### src/rtl/tt_um_cnt_monitor_pkg.sv
// Shared constants and types for the counter-bus rate monitor.
// Holds the uio_out bit map, the output-enable pattern and the default parameter values.
package tt_um_cnt_monitor_pkg;

  localparam int UIO_VALID   = 1;
  localparam int UIO_STALL   = 2;
  localparam int UIO_OVF     = 3;
  localparam int UIO_GLITCH  = 4;
  localparam int UIO_WIN_LSB = 5;

  localparam logic [7:0] UIO_OE_VAL = 8'b1111_1110;

  localparam int GATE_LOG2_DEF = 10;
  localparam int ACC_W_DEF     = 16;
  localparam int MAX_STEP_DEF  = 64;

  typedef struct packed {
    logic glitch;
    logic ovf;
    logic stall;
    logic valid;
  } status_t;

  function automatic logic [7:0] pack_uio(input logic [2:0] win, input status_t st);
    logic [7:0] v;
    v                      = '0;
    v[UIO_VALID]           = st.valid;
    v[UIO_STALL]           = st.stall;
    v[UIO_OVF]             = st.ovf;
    v[UIO_GLITCH]          = st.glitch;
    v[UIO_WIN_LSB +: 3]    = win;
    return v;
  endfunction

endpackage

### src/rtl/tt_cnt_sync.sv
// Brings the asynchronous count bus into the clk domain and turns each settled
// change into an unsigned 8-bit increment.
module tt_cnt_sync (
  input  logic       clk_i,
  input  logic       rst_ni,
  input  logic       ena_i,
  input  logic [7:0] cnt_i,
  output logic [7:0] step_o,
  output logic       step_vld_o
);

  logic [7:0] s1_q, s2_q, s3_q;
  logic [7:0] stable_q, stable_d;
  logic       primed_q, primed_d;
  logic       settled;

  // The bus is only trusted once two consecutive synchronised samples agree.
  assign settled = (s2_q == s3_q);

  always_comb begin
    stable_d = stable_q;
    primed_d = primed_q;
    if (settled) begin
      stable_d = s3_q;
      primed_d = 1'b1;
    end
    if (!ena_i) begin
      primed_d = 1'b0;
    end
  end

  // First settled sample after enable only seeds the reference value.
  assign step_o     = s3_q - stable_q;
  assign step_vld_o = ena_i & primed_q & settled;

  always_ff @(posedge clk_i or negedge rst_ni) begin
    if (!rst_ni) begin
      s1_q     <= '0;
      s2_q     <= '0;
      s3_q     <= '0;
      stable_q <= '0;
      primed_q <= 1'b0;
    end else begin
      s1_q     <= cnt_i;
      s2_q     <= s1_q;
      s3_q     <= s2_q;
      stable_q <= stable_d;
      primed_q <= primed_d;
    end
  end

endmodule

### src/rtl/tt_um_cnt_monitor.sv
// Rate monitor for the ring-oscillator counter tile: accumulates count increments over a
// 2**GATE_LOG2 clk gate window and publishes the total plus stall/overflow/glitch status.
module tt_um_cnt_monitor
  import tt_um_cnt_monitor_pkg::*;
#(
  parameter int GATE_LOG2 = GATE_LOG2_DEF,
  parameter int ACC_W     = ACC_W_DEF,
  parameter int MAX_STEP  = MAX_STEP_DEF
) (
  input  logic       clk,
  input  logic       rst_n,
  input  logic       ena,
  input  logic [7:0] ui_in,
  output logic [7:0] uo_out,
  input  logic [7:0] uio_in,
  output logic [7:0] uio_out,
  output logic [7:0] uio_oe
);

  localparam int               SUM_W    = ACC_W + 1;
  localparam logic [ACC_W-1:0] ACC_MAX  = '1;
  localparam logic [7:0]       STEP_MAX = 8'(MAX_STEP);

  logic [GATE_LOG2-1:0] timer_q, timer_d;
  logic [ACC_W-1:0]     acc_q, acc_d, acc_upd;
  logic [ACC_W-1:0]     result_q, result_d;
  logic                 win_ovf_q, win_ovf_d;
  logic                 win_gl_q, win_gl_d;
  status_t              stat_q, stat_d;
  logic [2:0]           win_q, win_d;

  logic [7:0]           step;
  logic                 step_vld;
  logic                 accept, reject, sat_hit, win_end;
  logic [SUM_W-1:0]     sum;
  logic [15:0]          result16;
  logic                 unused_uio;

  tt_cnt_sync u_sync (
    .clk_i      (clk),
    .rst_ni     (rst_n),
    .ena_i      (ena),
    .cnt_i      (ui_in),
    .step_o     (step),
    .step_vld_o (step_vld)
  );

  assign accept  = step_vld && (step != 8'd0) && (step <= STEP_MAX);
  assign reject  = step_vld && (step > STEP_MAX);
  assign sum     = {1'b0, acc_q} + SUM_W'(step);
  // A step is narrower than the accumulator, so a carry out means the total passed full scale.
  assign sat_hit = accept && sum[ACC_W];
  assign acc_upd = !accept ? acc_q : (sat_hit ? ACC_MAX : sum[ACC_W-1:0]);
  assign win_end = &timer_q;

  always_comb begin
    timer_d   = timer_q + GATE_LOG2'(1);
    acc_d     = acc_upd;
    win_ovf_d = win_ovf_q | sat_hit;
    win_gl_d  = win_gl_q | reject;
    result_d  = result_q;
    stat_d    = stat_q;
    win_d     = win_q;
    if (!ena) begin
      timer_d      = '0;
      acc_d        = '0;
      win_ovf_d    = 1'b0;
      win_gl_d     = 1'b0;
      stat_d.valid = 1'b0;
    end else if (win_end) begin
      result_d      = acc_upd;
      stat_d.stall  = (acc_upd == '0);
      stat_d.ovf    = win_ovf_d;
      stat_d.glitch = win_gl_d;
      stat_d.valid  = 1'b1;
      win_d         = win_q + 3'd1;
      acc_d         = '0;
      win_ovf_d     = 1'b0;
      win_gl_d      = 1'b0;
    end
  end

  always_ff @(posedge clk or negedge rst_n) begin
    if (!rst_n) begin
      timer_q   <= '0;
      acc_q     <= '0;
      win_ovf_q <= 1'b0;
      win_gl_q  <= 1'b0;
      result_q  <= '0;
      stat_q    <= '0;
      win_q     <= '0;
    end else begin
      timer_q   <= timer_d;
      acc_q     <= acc_d;
      win_ovf_q <= win_ovf_d;
      win_gl_q  <= win_gl_d;
      result_q  <= result_d;
      stat_q    <= stat_d;
      win_q     <= win_d;
    end
  end

  assign result16   = 16'(result_q);
  assign uo_out     = uio_in[0] ? result16[15:8] : result16[7:0];
  assign uio_out    = pack_uio(win_q, stat_q);
  assign uio_oe     = UIO_OE_VAL;
  assign unused_uio = &{1'b0, uio_in[7:1]};

endmodule

### config.mk
export PLATFORM = sky130hd
export DESIGN_NAME = tt_um_cnt_monitor
export DESIGN_NICKNAME = d
export VERILOG_FILES = /design/src/rtl/tt_um_cnt_monitor_pkg.sv /design/src/rtl/tt_cnt_sync.sv /design/src/rtl/tt_um_cnt_monitor.sv
export SDC_FILE = /design/constraint.sdc
export NUM_CORES = 1
export LEC_CHECK = 0
export ABC_AREA = 1
export CAP_MARGIN = 10
export CORE_ASPECT_RATIO = 1.25
export CORE_MARGIN = 3
export CORE_UTILIZATION = 55
export DETAILED_ROUTE_END_ITERATION = 10
export GPL_ROUTABILITY_DRIVEN = 0
export PLACE_DENSITY = 0.8
export SYNTH_ARGS = -nofsm -noshare
export SYNTH_HDL_FRONTEND = slang
export SYNTH_HIERARCHICAL = 1
export SYNTH_SLANG_ARGS = --single-unit
### constraint.sdc
create_clock -name clk -period 6.2 [get_ports clk]
set_input_delay 0.93 -clock clk [delete_from_list [all_inputs] [get_ports clk]]
set_output_delay 0.93 -clock clk [all_outputs]
set_load 0.02 [all_outputs]
Word level (Yosys, flattened, before mapping). Cells that the tools add are included.

Reduce and logical (&&, ||, !) cells: 8. Equal/unequal tests: 3. Div/mod/pow operators: 0. $mul: 0. Add/subtract/negate cells: 4. Mux-type cells: 14. Shift operators: 0. Magnitude comparators: 2. Bitwise operators: 4.

Operators by type and width (count): 16-bit 2-to-1 mux (4); 16-bit by 8-bit adder with 17-bit output (1); 16-bit zero test (1); 11-bit AND reduction (1); 10-bit by 1-bit adder with 10-bit output (second input constant) (1); 10-bit 2-to-1 mux (1); 10-bit AND reduction (1); 8-bit equality test (1); 8-bit by 7-bit greater-than comparator with 1-bit output (second input constant) (1); 8-bit by 7-bit <= comparator with 1-bit output (second input constant) (1); 1-bit 2-to-1 mux (8); 8-bit 2-to-1 mux (1); 8-bit nonzero test (1); 8-bit subtractor (1); 1-bit logical AND (4); 2-bit by 1-bit != test with 1-bit output (second input constant) (2); 3-bit by 1-bit adder with 3-bit output (second input constant) (1); 1-bit AND (2); 1-bit bitwise OR (2).

Bits in writable memories: 0. Input bits: 19. Register bits: 84. Word-level logic and storage cells: 50. Latch bits: 0. Output and inout bits: 24. Bits in read-only memories: 0. Memories kept: 0.

Depth between registers and ports, before layout.
Word-level depth: 9. Mapped depth: 26. Depth with buffers taken out: 26.

Hierarchy. The synthesis kept the hierarchy.

By module, submodules not included: tt_um_cnt_monitor (sequential area each 1276.2 µm², times used 1, cells each 433, area each 3199.3 µm²); tt_cnt_sync (sequential area each 825.8 µm², times used 1, cells each 151, area each 1485.2 µm²).

Worst setup path before layout. Ideal clock, no wire load.

Path kind: reg2reg. From: register u_sync.s3_q[0]. To: register stat_q, in the netlist uio_out[2]. Library setup time: 0.117 ns. Stages on the path, launching flop included: 26. Period minus slack after synthesis: 2.859 ns. Arrival time: 2.742 ns. Setup slack: 3.341 ns. Buffers on the path: 1. Data required time: 6.083 ns. Cells stage by stage: dfrtp_1 > inv_2 > ha_1 > inv_1 > fa_1 > nand3_1 > nand2_1 > nand3_1 > nand2_1 > nand2_1 > nand2_1 > ha_1 > nand2_1 > inv_2 > nand2_1 > nand2_1 > nand2_1 > nand2_1 > nand3_4 > buf_6 > nand2_1 > nor2_2 > nand2_1 > nor2_1 > nand3_1 > nand2_1.

Longest elaborated chain between the ends: 8. Elaborated cells on any way between the ends: 12. Classes of those cells: add/sub (2); order compare (1); eq/ne (1); mux (2); bitwise (1); reduce/logical (5).

RTL lines: from (decl) (RTL line tt_cnt_sync.sv:12) `logic [7:0] s1_q, s2_q, s3_q;`; from (signal assigned) (RTL line tt_cnt_sync.sv:46) `s3_q <= s2_q;`; 8-bit subtractor * (RTL line tt_cnt_sync.sv:33) `assign step_o = s3_q - stable_q;`; named net step[6] (RTL line tt_um_cnt_monitor.sv:32) `logic [7:0] step;`; parallel branches: the longest is 5 deep, another holds 16-bit by 8-bit adder with 17-bit output; 16-bit 2-to-1 mux * (RTL line tt_um_cnt_monitor.sv:53) `assign acc_upd = !accept ? acc_q : (sat_hit ? ACC_MAX : sum[ACC_W-1:0]);`; 16-bit zero test * (RTL line tt_um_cnt_monitor.sv:72) `stat_d.stall = (acc_upd == '0);`; to (signal assigned) (RTL line tt_um_cnt_monitor.sv:98) `stat_q <= stat_d;`; to (decl) (RTL line tt_um_cnt_monitor.sv:29) `status_t stat_q, stat_d;`.

Mark *: on every way through the listed nets, which the timed path passes. A chain may end at the register's enable or synchronous reset.

Worst setup path after layout.
From: input port uio_in[0]. To: output port uo_out[2].

Longest elaborated chain between the ends: 1.

RTL lines: from (decl) (RTL line tt_um_cnt_monitor.sv:15) `input logic [7:0] uio_in,`; 8-bit 2-to-1 mux (RTL line tt_um_cnt_monitor.sv:104) `assign uo_out = uio_in[0] ? result16[15:8] : result16[7:0];`; to (decl) (RTL line tt_um_cnt_monitor.sv:14) `output logic [7:0] uo_out,`.

No other way between the ends.

==> impl_metrics.py <==
metrics = {
    "layout": {
        "syn2layout_area_growth_pct": 10.39,
        "drive_gt1_frac": 0.09724,
        "diodes": 0,
        "final_nets": 650,
    },
    "cts": {
        "clock_path_buffers": 2,
        "cts_tree": "yes",
        "numCtsBuffers": 9,
        "path_clk_slew_ps": 90,
        "cts_root_buf": "clkbuf_8",
        "cts_hold_buf": 0,
        "cts_resized": 0,
        "post_cts_buffers": 0,
        "clock_sinks": 84,
        "insertion_delay_ps": 360,
        "htree_levels": 3,
    },
    "setup_path": {
        "path_buf_inv": 2,
        "crit_fanout": 13,
        "path_cells": "clkdlybuf4s50_1, mux2_2, clkdlybuf4s50_1",
        "worstPathRequired_ps": 5270,
        "critPathKind": "primary input to output port",
        "cp-end-kind": "output port",
        "start_kind": "primary input",
        "cp.arrival_ps": 2590,
        "cpMaxStageDelayCell": "clkdlybuf4s50_1",
        "crit_path_max_incr_delay_ps": 740,
        "cpMostUsedCell": "clkdlybuf4s50_1",
        "cp_top_family": "buffers and inverters",
    },
    "routing": {
        "vias_per_cell": 5.127,
        "drc": 0,
        "wirelength_mm": 9.163,
        "ant_nets": 0,
        "wl_per_cell_um": 12.83,
        "drt_pass1_iterations": 4,
        "drt-initial-drc-count": 193,
        "vias": 3661,
    },
    "logic_synthesis": {
        "synthArstFlopShare": 1.000,
        "synth.area.top_cells": "dfrtp_1 45%, nand2_1 14%, inv_1 6.6%, ha_1 4.5%, nand3_1 4.5%",
        "synth_edf_count": 0,
        "yosysTopAreaCell": "dfrtp_1",
        "syn-mean-instance-area_um2": 8.021,
        "syn-cell-area_um2": 4684,
        "synth-seq-cells": 84,
        "synth_top_cells_by_count": "173 x nand2_1, 84 x dfrtp_1, 82 x inv_1",
        "synth_seq_area_share": 0.4487,
        "yosysWarningCount": 6,
        "yosysTopAreaCellShare": 0.4487,
        "synth.most_common_cell": "nand2_1",
        "ys.flop_type": "dfrtp_1",
        "yosysUniqueCellTypes": 42,
        "syn_inst": 584,
    },
    "sta": {
        "max_freq_mhz": 284.3,
        "maxSlewHeadroom": 0.3064,
        "tns_ps": 0,
        "setup_viol": 0,
        "post-route-period-util": 0.5673,
        "setup_slack_ps": 2683,
        "grt_setup_unrepaired": "false",
        "hold_viol_final": 0,
        "fin_crit_ps": 3517,
        "clock_skew_ps": 13.01,
        "slew_violations": 0,
        "tightest_slew_ps": 1040,
    },
    "global_route": {
        "grt_start_max_net_pins": 85,
        "grt_pass1_vias": 3677,
        "grt_overflow": 0,
        "grt_usage": 0.2110,
        "antenna_found_initial": 0,
        "grt_pass1_wl_mm": 15.97,
    },
    "power_and_ir_drop": {
        "power.density_nw_per_um2": 217.1,
        "leakagePower_nw": 2.795,
        "ir_drop_uv": 189.4,
    },
    "floorplan": {
        "start_util": 0.5685,
        "top_level_ports": 43,
        "dieArea_um2": 9667,
        "core_area_um2": 8240,
        "die_h_um": 109.2,
        "die_w_um": 88.55,
        "num_rows": 37,
    },
    "job": {
        "drv_cap": 0,
    },
    "hold_path": {
        "holdCritPathClass": "register to register",
    },
    "outcome": {
        "status": "completed",
    },
    "placed_design": {
        "port_buffers": 26,
        "dpl.hpwl_mm": 6.675,
        "preCtsSetupSlack_ps": 2693,
    },
}
[registers in the layout, summed over array words and instances (netlist names)]
name / cells
timer_q: 10
uio_out: 4
u_sync/stable_q: 8
u_sync/s3_q: 8
u_sync/primed_q: 1
win_q: 3
u_sync/s1_q: 8
win_ovf_q: 1
acc_q: 16
win_gl_q: 1
u_sync/s2_q: 8
result16: 16
[final timing paths]
check	start	end	cells after the start	slack, ps
min	u_sync/s1_q[4]	u_sync/s2_q[4]	0	350
max	uio_in[0]	uo_out[2]	3	2680
min in group asynchronous	rst_n	acc_q[11]	1	720
max reg2reg	u_sync/s3_q[0]	uio_out[2]	24	2840
min reg2reg	u_sync/s1_q[4]	u_sync/s2_q[4]	0	350
max in group asynchronous	rst_n	u_sync/s2_q[3]	1	4780
[cell families after synthesis]
group,Yosys count,share of synthesized area
AOI/OAI and AO/OA,59,0.07078
xor gates and xnor gates,15,0.02965
buffers and inverters,100,0.09428
adders and majority gates,19,0.05395
DFF,84,0.4487
other,2,0.001603
muxes,3,0.007211
and+or+nand+nor,302,0.2938
[stage by stage]
step	std cells	area, um^2	power (mW)	hold slack [ps]	utilization
4_1_cts	714	5171	1.134	355.2	0.6275
3_3_place_gp	698	4964	0.7137	331.2	0.6023
2_1_floorplan	591	4711	0.6822	331.2	-
5_1_grt	714	5171	1.179	370.4	0.6275
3_5_place_dp	698	4964	0.7200	334.7	0.6023
6_report	714	5171	1.122	354.5	0.6275
[worst reg2reg max path, cell delays in order, from the launching register on]
cell and delay [ps]:
dfrtp_1 410, inv_2 70, ha_1 130, inv_1 60
fa_1 390, nand3_1 80, nand2_1 90, nand3_1 100
nand2_1 50, nand2_1 50, nand2_1 100, ha_1 360
nand2_1 120, inv_2 40, nand2_1 50, nand2_1 60
nand2_1 60, nand2_1 110, nand3_4 230, nand3_1 220
nor2_1 210, nand2_1 70, nor2_1 80, nand3_1 80
nand2_1 60
[power breakdown]
group	internal (mW)	switching [mW]	total, mW
combinational	0.0496	0.0889	0.139
clock	0.201	0.213	0.414
sequential	0.561	0.00931	0.570
total	0.811	0.312	1.12
[routing by layer]
| metal | GRT usage | share of wire | vias up |
|---|---|---|---|
| met3 | 0.03779 | 0.031 | 16 |
| met4 | 0.08531 | 0.023 | 0 |
| met5 | 0 | 0 | - |
| met1 | 0.2424 | 0.41 | 1726 |
| met2 | 0.3813 | 0.54 | 62 |
| li1 | - | - | 1857 |
[placed cells by master (no fill, tap or decap), drive strengths merged]
| cell | n |
|---|---|
| dfrtp | 84 |
| nand3 | 44 |
| xor2 | 7 |
| a21o | 1 |
| xnor2 | 8 |
| inv | 86 |
| and3 | 2 |
| clkinvlp | 2 |
| mux2 | 3 |
| bufinv | 1 |
| a31oi | 1 |
| o21bai | 3 |
| ha | 17 |
| a21oi | 20 |
| clkdlybuf4s50 | 25 |
| fa | 2 |
| nand2 | 184 |
| nor3 | 5 |
| o21ai | 33 |
| conb | 9 |
| clkbuf | 10 |
| nand3b | 3 |
| nor2 | 61 |
| a21boi | 1 |
| or2 | 3 |
| clkinv | 1 |
| buf | 1 |
[final cells by class]
| class | instances | area [um^2] |
|---|---|---|
| Multi-Input combinational cell | 407 | 2167 |
| Sequential cell | 84 | 2102 |
| Clock inverter | 6 | 70.07 |
| Tap cell | 97 | 121.4 |
| Clock buffer | 10 | 137.6 |
| Timing Repair Buffer | 26 | 257.7 |
| Fill cell | 715 | 3069 |
| Inverter | 84 | 315.3 |
(Power assumes the default switching activity.)
